`config.mk`:
```
export PLATFORM = sky130hd
export DESIGN_NAME = vjtag_bus_bridge
export DESIGN_NICKNAME = d
export VERILOG_FILES = /design/src/rtl/vjtag_bridge_pkg.sv /design/src/rtl/vjtag_bus_bridge.sv
export SDC_FILE = /design/constraint.sdc
export NUM_CORES = 1
export LEC_CHECK = 0
export CELL_PAD_IN_SITES_DETAIL_PLACEMENT = 1
export CELL_PAD_IN_SITES_GLOBAL_PLACEMENT = 1
export CORE_MARGIN = 5
export CORE_UTILIZATION = 43
export DETAILED_ROUTE_END_ITERATION = 16
export PLACE_DENSITY_LB_ADDON = 0.1
export SKIP_LAST_GASP = 1
export SYNTH_ARGS = -nofsm -noshare
export SYNTH_HDL_FRONTEND = slang
export SYNTH_SLANG_ARGS = --single-unit
```
`constraint.sdc`:
```
create_clock -name tck -period 3.7 [get_ports tck]
set_clock_uncertainty 0.15 [all_clocks]
set_input_delay 0.74 -clock tck [delete_from_list [all_inputs] [get_ports tck]]
set_output_delay 0.74 -clock tck [all_outputs]
set_load 0.05 [all_outputs]
```
`src/rtl/vjtag_bridge_pkg.sv`:
```
// Shared definitions for the virtual-JTAG to bus bridge: instruction codes,
// data-register lengths, status-byte bit positions and the IR decoder.
package vjtag_bridge_pkg;

  localparam logic [7:0] IR_BYPASS = 8'h00;
  localparam logic [7:0] IR_ADDR   = 8'h01;
  localparam logic [7:0] IR_WDATA  = 8'h02;
  localparam logic [7:0] IR_RDATA  = 8'h03;
  localparam logic [7:0] IR_STATUS = 8'h04;
  localparam logic [7:0] IR_IDCODE = 8'h05;

  localparam logic [5:0] LEN_BYPASS = 6'd1;
  localparam logic [5:0] LEN_WORD   = 6'd32;
  localparam logic [5:0] LEN_STATUS = 6'd8;
  localparam logic [5:0] CNT_MAX    = 6'd63;

  localparam int ST_PENDING  = 0;
  localparam int ST_LEN_ERR  = 1;
  localparam int ST_OVR_ERR  = 2;
  localparam int ST_BUSY_ERR = 3;

  typedef enum logic [2:0] {
    SEL_BYPASS = 3'd0,
    SEL_ADDR   = 3'd1,
    SEL_WDATA  = 3'd2,
    SEL_RDATA  = 3'd3,
    SEL_STATUS = 3'd4,
    SEL_IDCODE = 3'd5
  } dr_sel_e;

  // Unknown instruction codes fall back to the 1-bit bypass register.
  function automatic dr_sel_e decode_ir(input logic [7:0] ir);
    dr_sel_e sel;
    case (ir)
      IR_BYPASS: sel = SEL_BYPASS;
      IR_ADDR:   sel = SEL_ADDR;
      IR_WDATA:  sel = SEL_WDATA;
      IR_RDATA:  sel = SEL_RDATA;
      IR_STATUS: sel = SEL_STATUS;
      IR_IDCODE: sel = SEL_IDCODE;
      default:   sel = SEL_BYPASS;
    endcase
    return sel;
  endfunction

  function automatic logic [5:0] dr_len(input dr_sel_e sel);
    logic [5:0] len;
    case (sel)
      SEL_ADDR, SEL_WDATA, SEL_RDATA, SEL_IDCODE: len = LEN_WORD;
      SEL_STATUS: len = LEN_STATUS;
      default:    len = LEN_BYPASS;
    endcase
    return len;
  endfunction

endpackage

```
`src/rtl/vjtag_bus_bridge.sv`:
```
// Virtual-JTAG data-register bridge to a simple single-beat bus.
// One 32-bit shift register serves every instruction; the selected
// instruction decides how many of its low bits form the active chain.
import vjtag_bridge_pkg::*;

module vjtag_bus_bridge #(
  parameter logic [31:0] IDCODE   = 32'h5A1A_0001,
  parameter int unsigned ADDR_INC = 4
) (
  input  logic        tck,
  input  logic        rst_n,
  input  logic        tdi,
  output logic        tdo,
  input  logic [7:0]  ir_in,
  output logic [7:0]  ir_out,
  input  logic        virtual_state_cdr,
  input  logic        virtual_state_sdr,
  input  logic        virtual_state_udr,
  output logic [31:0] bus_addr,
  output logic [31:0] bus_wdata,
  output logic        bus_wr,
  output logic        bus_rd,
  input  logic        bus_busy,
  input  logic [31:0] bus_rdata,
  input  logic        bus_rvalid
);

  logic [31:0] r_dr;
  logic [5:0]  r_cnt;
  logic        r_tdo;
  logic [7:0]  r_ir_out;
  logic [31:0] r_bus_addr;
  logic [31:0] r_bus_wdata;
  logic [31:0] r_rdata_q;
  logic        r_rd_pending;
  logic        r_bus_wr;
  logic        r_bus_rd;
  logic        r_busy_err;
  logic        r_ovr_err;
  logic        r_len_err;

  dr_sel_e     w_sel;
  logic [5:0]  w_len;
  logic        w_upd_ok;
  logic        w_len_set;
  logic        w_wr_go;
  logic        w_rd_go;
  logic        w_rsp;
  logic        w_busy_set;
  logic        w_ovr_set;
  logic [2:0]  w_clr;
  logic [7:0]  w_status;
  logic [31:0] w_capture;
  logic [31:0] w_dr_shift;
  logic [31:0] w_addr_inc;

  assign w_sel     = decode_ir(ir_in);
  assign w_len     = dr_len(w_sel);
  assign w_upd_ok  = virtual_state_udr && (r_cnt == w_len);
  assign w_len_set = virtual_state_udr && (r_cnt != w_len);
  assign w_wr_go   = w_upd_ok && (w_sel == SEL_WDATA) && !bus_busy;
  assign w_rd_go   = w_upd_ok && (w_sel == SEL_RDATA) && !bus_busy && !r_rd_pending;
  assign w_rsp     = bus_rvalid && r_rd_pending;
  assign w_busy_set = w_upd_ok && (((w_sel == SEL_WDATA) && bus_busy) ||
                                   ((w_sel == SEL_RDATA) && (bus_busy || r_rd_pending)));
  assign w_ovr_set = virtual_state_cdr && (w_sel == SEL_RDATA) && r_rd_pending;

  // Both a completed write and a completed read advance the address.
  assign w_addr_inc = (r_bus_wr ? 32'(ADDR_INC) : 32'd0) + (w_rsp ? 32'(ADDR_INC) : 32'd0);

  // Status byte assembled from the sticky flags and the read-pending bit
  always_comb begin
    w_status              = 8'h00;
    w_status[ST_PENDING]  = r_rd_pending;
    w_status[ST_LEN_ERR]  = r_len_err;
    w_status[ST_OVR_ERR]  = r_ovr_err;
    w_status[ST_BUSY_ERR] = r_busy_err;
  end

  // Write-one-to-clear mask taken from a valid STATUS update ({busy, ovr, len})
  always_comb begin
    if (w_upd_ok && (w_sel == SEL_STATUS)) begin
      w_clr = {r_dr[ST_BUSY_ERR], r_dr[ST_OVR_ERR], r_dr[ST_LEN_ERR]};
    end else begin
      w_clr = 3'b000;
    end
  end

  // Value loaded into the shift register on capture
  always_comb begin
    case (w_sel)
      SEL_ADDR:   w_capture = r_bus_addr;
      SEL_WDATA:  w_capture = r_bus_wdata;
      SEL_RDATA:  w_capture = r_rdata_q;
      SEL_STATUS: w_capture = {24'h000000, w_status};
      SEL_IDCODE: w_capture = IDCODE;
      default:    w_capture = 32'h0000_0000;
    endcase
  end

  // One shift step: tdi enters at the top of the active chain, bit 0 leaves
  always_comb begin
    case (w_len)
      LEN_WORD:   w_dr_shift = {tdi, r_dr[31:1]};
      LEN_STATUS: w_dr_shift = {r_dr[31:8], tdi, r_dr[7:1]};
      default:    w_dr_shift = {r_dr[31:1], tdi};
    endcase
  end

  // Shift register: parallel capture, then serial shift
  always_ff @(posedge tck or negedge rst_n) begin
    if (!rst_n) begin
      r_dr <= 32'h0000_0000;
    end else if (virtual_state_cdr) begin
      r_dr <= w_capture;
    end else if (virtual_state_sdr) begin
      r_dr <= w_dr_shift;
    end
  end

  // Shift counter: cleared on capture, saturating so long scans stay invalid
  always_ff @(posedge tck or negedge rst_n) begin
    if (!rst_n) begin
      r_cnt <= 6'd0;
    end else if (virtual_state_cdr) begin
      r_cnt <= 6'd0;
    end else if (virtual_state_sdr && (r_cnt != CNT_MAX)) begin
      r_cnt <= r_cnt + 6'd1;
    end
  end

  // Serial output and registered status byte
  always_ff @(posedge tck or negedge rst_n) begin
    if (!rst_n) begin
      r_tdo    <= 1'b0;
      r_ir_out <= 8'h00;
    end else begin
      r_tdo    <= virtual_state_sdr ? r_dr[0] : 1'b0;
      r_ir_out <= w_status;
    end
  end

  // Bus address: explicit load beats post-increment, wraps naturally
  always_ff @(posedge tck or negedge rst_n) begin
    if (!rst_n) begin
      r_bus_addr <= 32'h0000_0000;
    end else if (w_upd_ok && (w_sel == SEL_ADDR)) begin
      r_bus_addr <= r_dr;
    end else begin
      r_bus_addr <= r_bus_addr + w_addr_inc;
    end
  end

  // Write data and the single-cycle request pulses
  always_ff @(posedge tck or negedge rst_n) begin
    if (!rst_n) begin
      r_bus_wdata <= 32'h0000_0000;
      r_bus_wr    <= 1'b0;
      r_bus_rd    <= 1'b0;
    end else begin
      if (w_wr_go) begin
        r_bus_wdata <= r_dr;
      end
      r_bus_wr <= w_wr_go;
      r_bus_rd <= w_rd_go;
    end
  end

  // Outstanding read tracking; unsolicited responses are dropped
  always_ff @(posedge tck or negedge rst_n) begin
    if (!rst_n) begin
      r_rdata_q    <= 32'h0000_0000;
      r_rd_pending <= 1'b0;
    end else if (w_rsp) begin
      r_rdata_q    <= bus_rdata;
      r_rd_pending <= 1'b0;
    end else if (w_rd_go) begin
      r_rd_pending <= 1'b1;
    end
  end

  // Sticky error flags; a same-cycle set overrides the clear
  always_ff @(posedge tck or negedge rst_n) begin
    if (!rst_n) begin
      r_busy_err <= 1'b0;
      r_ovr_err  <= 1'b0;
      r_len_err  <= 1'b0;
    end else begin
      r_busy_err <= (r_busy_err & ~w_clr[2]) | w_busy_set;
      r_ovr_err  <= (r_ovr_err  & ~w_clr[1]) | w_ovr_set;
      r_len_err  <= (r_len_err  & ~w_clr[0]) | w_len_set;
    end
  end

  assign tdo       = r_tdo;
  assign ir_out    = r_ir_out;
  assign bus_addr  = r_bus_addr;
  assign bus_wdata = r_bus_wdata;
  assign bus_wr    = r_bus_wr;
  assign bus_rd    = r_bus_rd;

endmodule

```
[Word-level counts from Yosys, hierarchy flattened]
Index checks and enable logic that the tools add are counted.
Storage, ports and cells
  output and inout port bits: 75
  word-level logic and storage cells: 86
  flip-flop bits (word level): 145
Cells by class
  reductions and logical operators: 28
  multiplexer cells: 15
  bitwise operators: 9
  add/subtract/negate cells: 3
  equality and inequality tests: 16
Operators with widths (count)
  $pmux W32 S5: 1
  $mux W32: 3
  $pmux W32 S2: 1
  $add A32 B4 Y32: 1
  $eq A8 B2 Y1 const B: 2
  $eq A8 B3 Y1 const B: 2
  $logic_and A1 B1 Y1: 16
  $pmux W3 S5: 1
  $mux W6: 2
  $pmux W6 S2: 1
  $mux W3: 3
  $eq A8 B1 Y1 const B: 1
  $reduce_bool A2 Y1: 4
  $add A6 B1 Y6 const B: 1
  $eq A3 B2 Y1 const B: 2
  $eq A3 B3 Y1 const B: 2
  $eq A6 B4 Y1 const B: 1
  $eq A6 B6 Y1: 1
  $eq A6 B6 Y1 const B: 1
  $ne A6 B6 Y1: 1
  $ne A6 B6 Y1 const B: 1
  $add A3 B3 Y4: 1
  $reduce_or A4 Y1: 1
  $and A1 B1 Y1: 3
  10 further kinds: 18

[Depth between registers and ports, before layout]
  depth after elaboration: 12
  depth in mapped cells: 11

[Worst setup path before layout]
Ideal clock, no wire load.
  path type: input-to-reg
  start point: input ir_in[0]
  end point: register r_bus_wdata[0], in the netlist bus_wdata[0]
  arrival time: 3160 ps
  path buffers: 2
  data required time: 3425 ps
  setup slack: 265 ps
  stages: 11
  path through: clkbuf_1 nand2b_1 a211oi_2 inv_1 ha_1 xnor2_1 nand3_1 mux2i_2 nand4_4 buf_6 mux2_4
Between the ends
  cells in the longest elaborated chain, start to end: 9
RTL lines
  start, declared: line vjtag_bus_bridge.sv:14  | input logic [7:0] ir_in,
  $eq A8 B3 Y1 (tied with other cells): line vjtag_bridge_pkg.sv:34  | case (ir)
  $pmux W3 S5 *: line vjtag_bridge_pkg.sv:34
  $eq A3 B2 Y1 (tied with other cells): line vjtag_bridge_pkg.sv:48  | case (sel)
  $reduce_or A4 Y1: line vjtag_bridge_pkg.sv:48
  $pmux W6 S2: line vjtag_bridge_pkg.sv:48
  $eq A6 B6 Y1: line vjtag_bus_bridge.sv:59  | assign w_upd_ok = virtual_state_udr && (r_cnt == w_len);
  $logic_and A1 B1 Y1: line vjtag_bus_bridge.sv:59
  $logic_and A1 B1 Y1 * (2 in series): line vjtag_bus_bridge.sv:61  | assign w_wr_go = w_upd_ok && (w_sel == SEL_WDATA) && !bus_busy;
  end signal, assigned: line vjtag_bus_bridge.sv:162  | r_bus_wdata <= r_dr;
  end, declared: line vjtag_bus_bridge.sv:33  | logic [31:0] r_bus_wdata;
Every way passes the cells marked *; elsewhere a longest branch is shown, timed or not.
A chain may end at the register's enable or synchronous reset.

[Worst setup path in the final report]
  start point: input ir_in[5]
  end point: register r_bus_wdata[10], in the netlist bus_wdata[10]
The elaborated chain is that of the path after synthesis.

==> results.sh <==
export IMPL_grt_remaining_overflow=0
export IMPL_crit_type="input pin to flip-flop"
export IMPL_ys_ff_latch=145
export IMPL_layout_commonest_cell="dfrtp_1"
export IMPL_grt_pass1_wl_mm=36.3
export IMPL_ctsRootBufferMaster="clkbuf_16"
export IMPL_dpl_instance_area_sq_um=9140
export IMPL_setup_viol=0
export IMPL_rsz0062_at_grt="false"
export IMPL_layout_min_cycle_time_ps=3420
export IMPL_cts_inserted_buffers=17
export IMPL_seq_area_frac_synth_pct=48.7
export IMPL_ios=123
export IMPL_crit_path_max_fanout=24
export IMPL_drive_above_1_share_pct=25.8
export IMPL_synth_avg_cell_area_sq_um=11.8
export IMPL_antenna_found_initial=0
export IMPL_end_kind="flip-flop"
export IMPL_fin_nets=830
export IMPL_ctsHoldBuffers=0
export IMPL_cts_tree="built"
export IMPL_maxCapViolations=0
export IMPL_worst_slew_pin_slew_ps=809
export IMPL_hp_class="input pin to asynchronous set/reset pin"
export IMPL_grt_pass1_vias=6371
export IMPL_slew_headroom_pct=45.9
export IMPL_clock_path_buffers=2
export IMPL_finalWirelength_mm=22.5
export IMPL_fin_setup_tns_ps=0
export IMPL_drc=0
export IMPL_ant_nets=0
export IMPL_synth_cells=630
export IMPL_power_leakage_nw=4.40
export IMPL_clk_pin_slew_ps=60
export IMPL_wl_per_cell_um=22.3
export IMPL_cts_sinks=145
export IMPL_vias_per_cell=5.58
export IMPL_grt_max_degree=75
export IMPL_dieArea_sq_um=20100
export IMPL_place_congestion=0.848
export IMPL_synthToLayoutAreaGrowth_pct=30.7
export IMPL_hpwl_mm=15.6
export IMPL_final_cell_mix="dfrtp_1, clkdlybuf4s50_1, mux2_2"
export IMPL_fmax_mhz=292
export IMPL_fin_cells=1013
export IMPL_finalPower_w=0.00361
export IMPL_hold_violations=0
export IMPL_core_sq_um=17200
export IMPL_port_buffers=118
export IMPL_vias=5657
export IMPL_grt_use_total_pct=23.4
export IMPL_hold_slack_ps=97.0
export IMPL_start_util_pct=43.4
export IMPL_status="complete, no violations"
export IMPL_ys_warnings_count=0
export IMPL_ir_drop_v=0.000337
export IMPL_arrival_ps=3580
export IMPL_cts_repair_resized=0
export IMPL_die_h_um=142
export IMPL_row_count=48
export IMPL_clkLatencyLatePin_ps=430
export IMPL_drtPass1Iterations=4
export IMPL_synth_distinct_cells=55
export IMPL_syn_cell_area_sq_um=7450
export IMPL_worstPathRequired_ps=3860
export IMPL_drt_iter0_drc=277
export IMPL_dieWidth_um=142
export IMPL_final_period_utilization_pct=92.4
export IMPL_n_antenna_cell=0
export IMPL_critPathLaunchType="input pin"
export IMPL_final_area_sq_um=9730
export IMPL_ctsHtreeMaxLevel=4
export IMPL_dp_cells=981
export IMPL_drv_slew=0
export IMPL_cts_setup_buffers=0
export IMPL_p_per_area_nw_per_um2=371
## path summary, 6_finish.rpt
path                                                from                        end  slack, ps  depth (start not counted)
worst max-delay path                            ir_in[5]  bus_wdata[10]$_DFFE_PN0P_        280                         12
worst min-delay path                               rst_n       r_cnt[4]$_DFFE_PN0P_        100                          1
worst max register to register  r_rd_pending$_DFFE_PN0P_     bus_addr[31]$_DFF_PN0_        630                         11
worst min register to register      r_busy_err$_DFF_PN0_        ir_out[3]$_DFF_PN0_        320                          0
max in group asynchronous                          rst_n  r_rdata_q[21]$_DFFE_PN0P_       2550                          2
min in group tck                    r_busy_err$_DFF_PN0_        ir_out[3]$_DFF_PN0_        320                          0
## state kept, by name (all words and copies together) (netlist names)
register      cells
tdo               1
ir_out            4
bus_wdata        32
r_busy_err        1
bus_rd            1
bus_addr         32
r_cnt             6
r_rd_pending      1
r_rdata_q        32
r_ovr_err         1
bus_wr            1
r_dr             32
r_len_err         1
## worst max-delay path: stages
cell             delay [ps]
clkdlybuf4s50_1         420
or4_4                   560
a211oi_2                200
inv_1                   100
ha_1                    200
xnor2_1                 210
nand3b_1                130
mux2i_2                 160
buf_4                   170
nand4_4                 120
buf_12                  230
mux2_4                  320
## Yosys cell counts, drive strengths merged
library cell  instances  area share (%)
and4                  1            0.12
fa                    1            0.27
a221oi                2            0.24
conb                  1           0.050
mux2i                 5            0.72
dfrtp               145              49
a22o                 28             3.3
o221ai                8            0.94
inv                  12            0.60
nand2                53             2.7
o21ai                26             1.7
o2bb2ai               2            0.24
o32a                  2            0.27
clkbuf               21             1.1
nand2b                3            0.25
a31oi                 1           0.084
nor4b                 1            0.20
a211oi                2            0.27
mux2                114              19
ha                    6             1.0
nor2b                 4            0.34
buf                  18             1.8
and2                  1           0.084
nor3                 10            0.82
nand3b                1            0.10
xor2                  9             1.2
or3                   1           0.084
or2                   9            0.76
or4                   1            0.15
and3                  4            0.34
nor4                  8            0.96
xnor2                25             2.9
o21a                  1            0.10
nor3b                 2            0.20
a22oi                24             2.4
o41ai                 1            0.12
a21oi                18             1.2
nand4                13             1.5
a21o                  3            0.30
nor2                 20             1.0
nand3                23             1.5
## logic make-up after synthesis
logic type,share of synthesized area [%]
AND/OR/NAND/NOR,11.1
flip-flops,48.7
multiplexers,20.0
AO/OA/AOI/OAI,11.2
buffers and inverters,3.51
XOR/XNOR,4.10
adder cells (fa/ha/maj),1.28
other,0.0503
## final cells by class
| cell class | count | area, sq um |
|---|---|---|
| Clock inverter | 12 | 160 |
| Sequential cell | 145 | 3630 |
| Multi-Input combinational cell | 437 | 3590 |
| Clock buffer | 20 | 437 |
| Fill cell | 1825 | 7440 |
| Tap cell | 225 | 282 |
| Timing Repair Buffer | 162 | 1590 |
| Inverter | 12 | 45.0 |
## power by group
part	switching, W	internal (W)
Clock	0.000703	0.00106
Combinational	0.000137	0.0000982
Sequential	0.0000115	0.00160
Total	0.000852	0.00276
## per-layer routing
| metal | vias up | part of all wire, % | track usage (%) |
|---|---|---|---|
| met2 | 134 | 50 | 38.4 |
| met3 | 14 | 4.3 | 5.22 |
| met4 | 0 | 1.0 | 6.52 |
| met1 | 2938 | 45 | 31.2 |
| met5 | - | 0 | 0 |
| li1 | 2571 | - | - |
## metrics by stage
step,setup slack [ps],util [%]
2_1_floorplan,265,-
3_3_place_gp,-35.6,53.2
3_5_place_dp,-70.0,53.2
4_1_cts,265,56.7
5_1_grt,32.5,56.7
6_report,280,56.7
No activity file was read; power rests on OpenSTA's default activity.
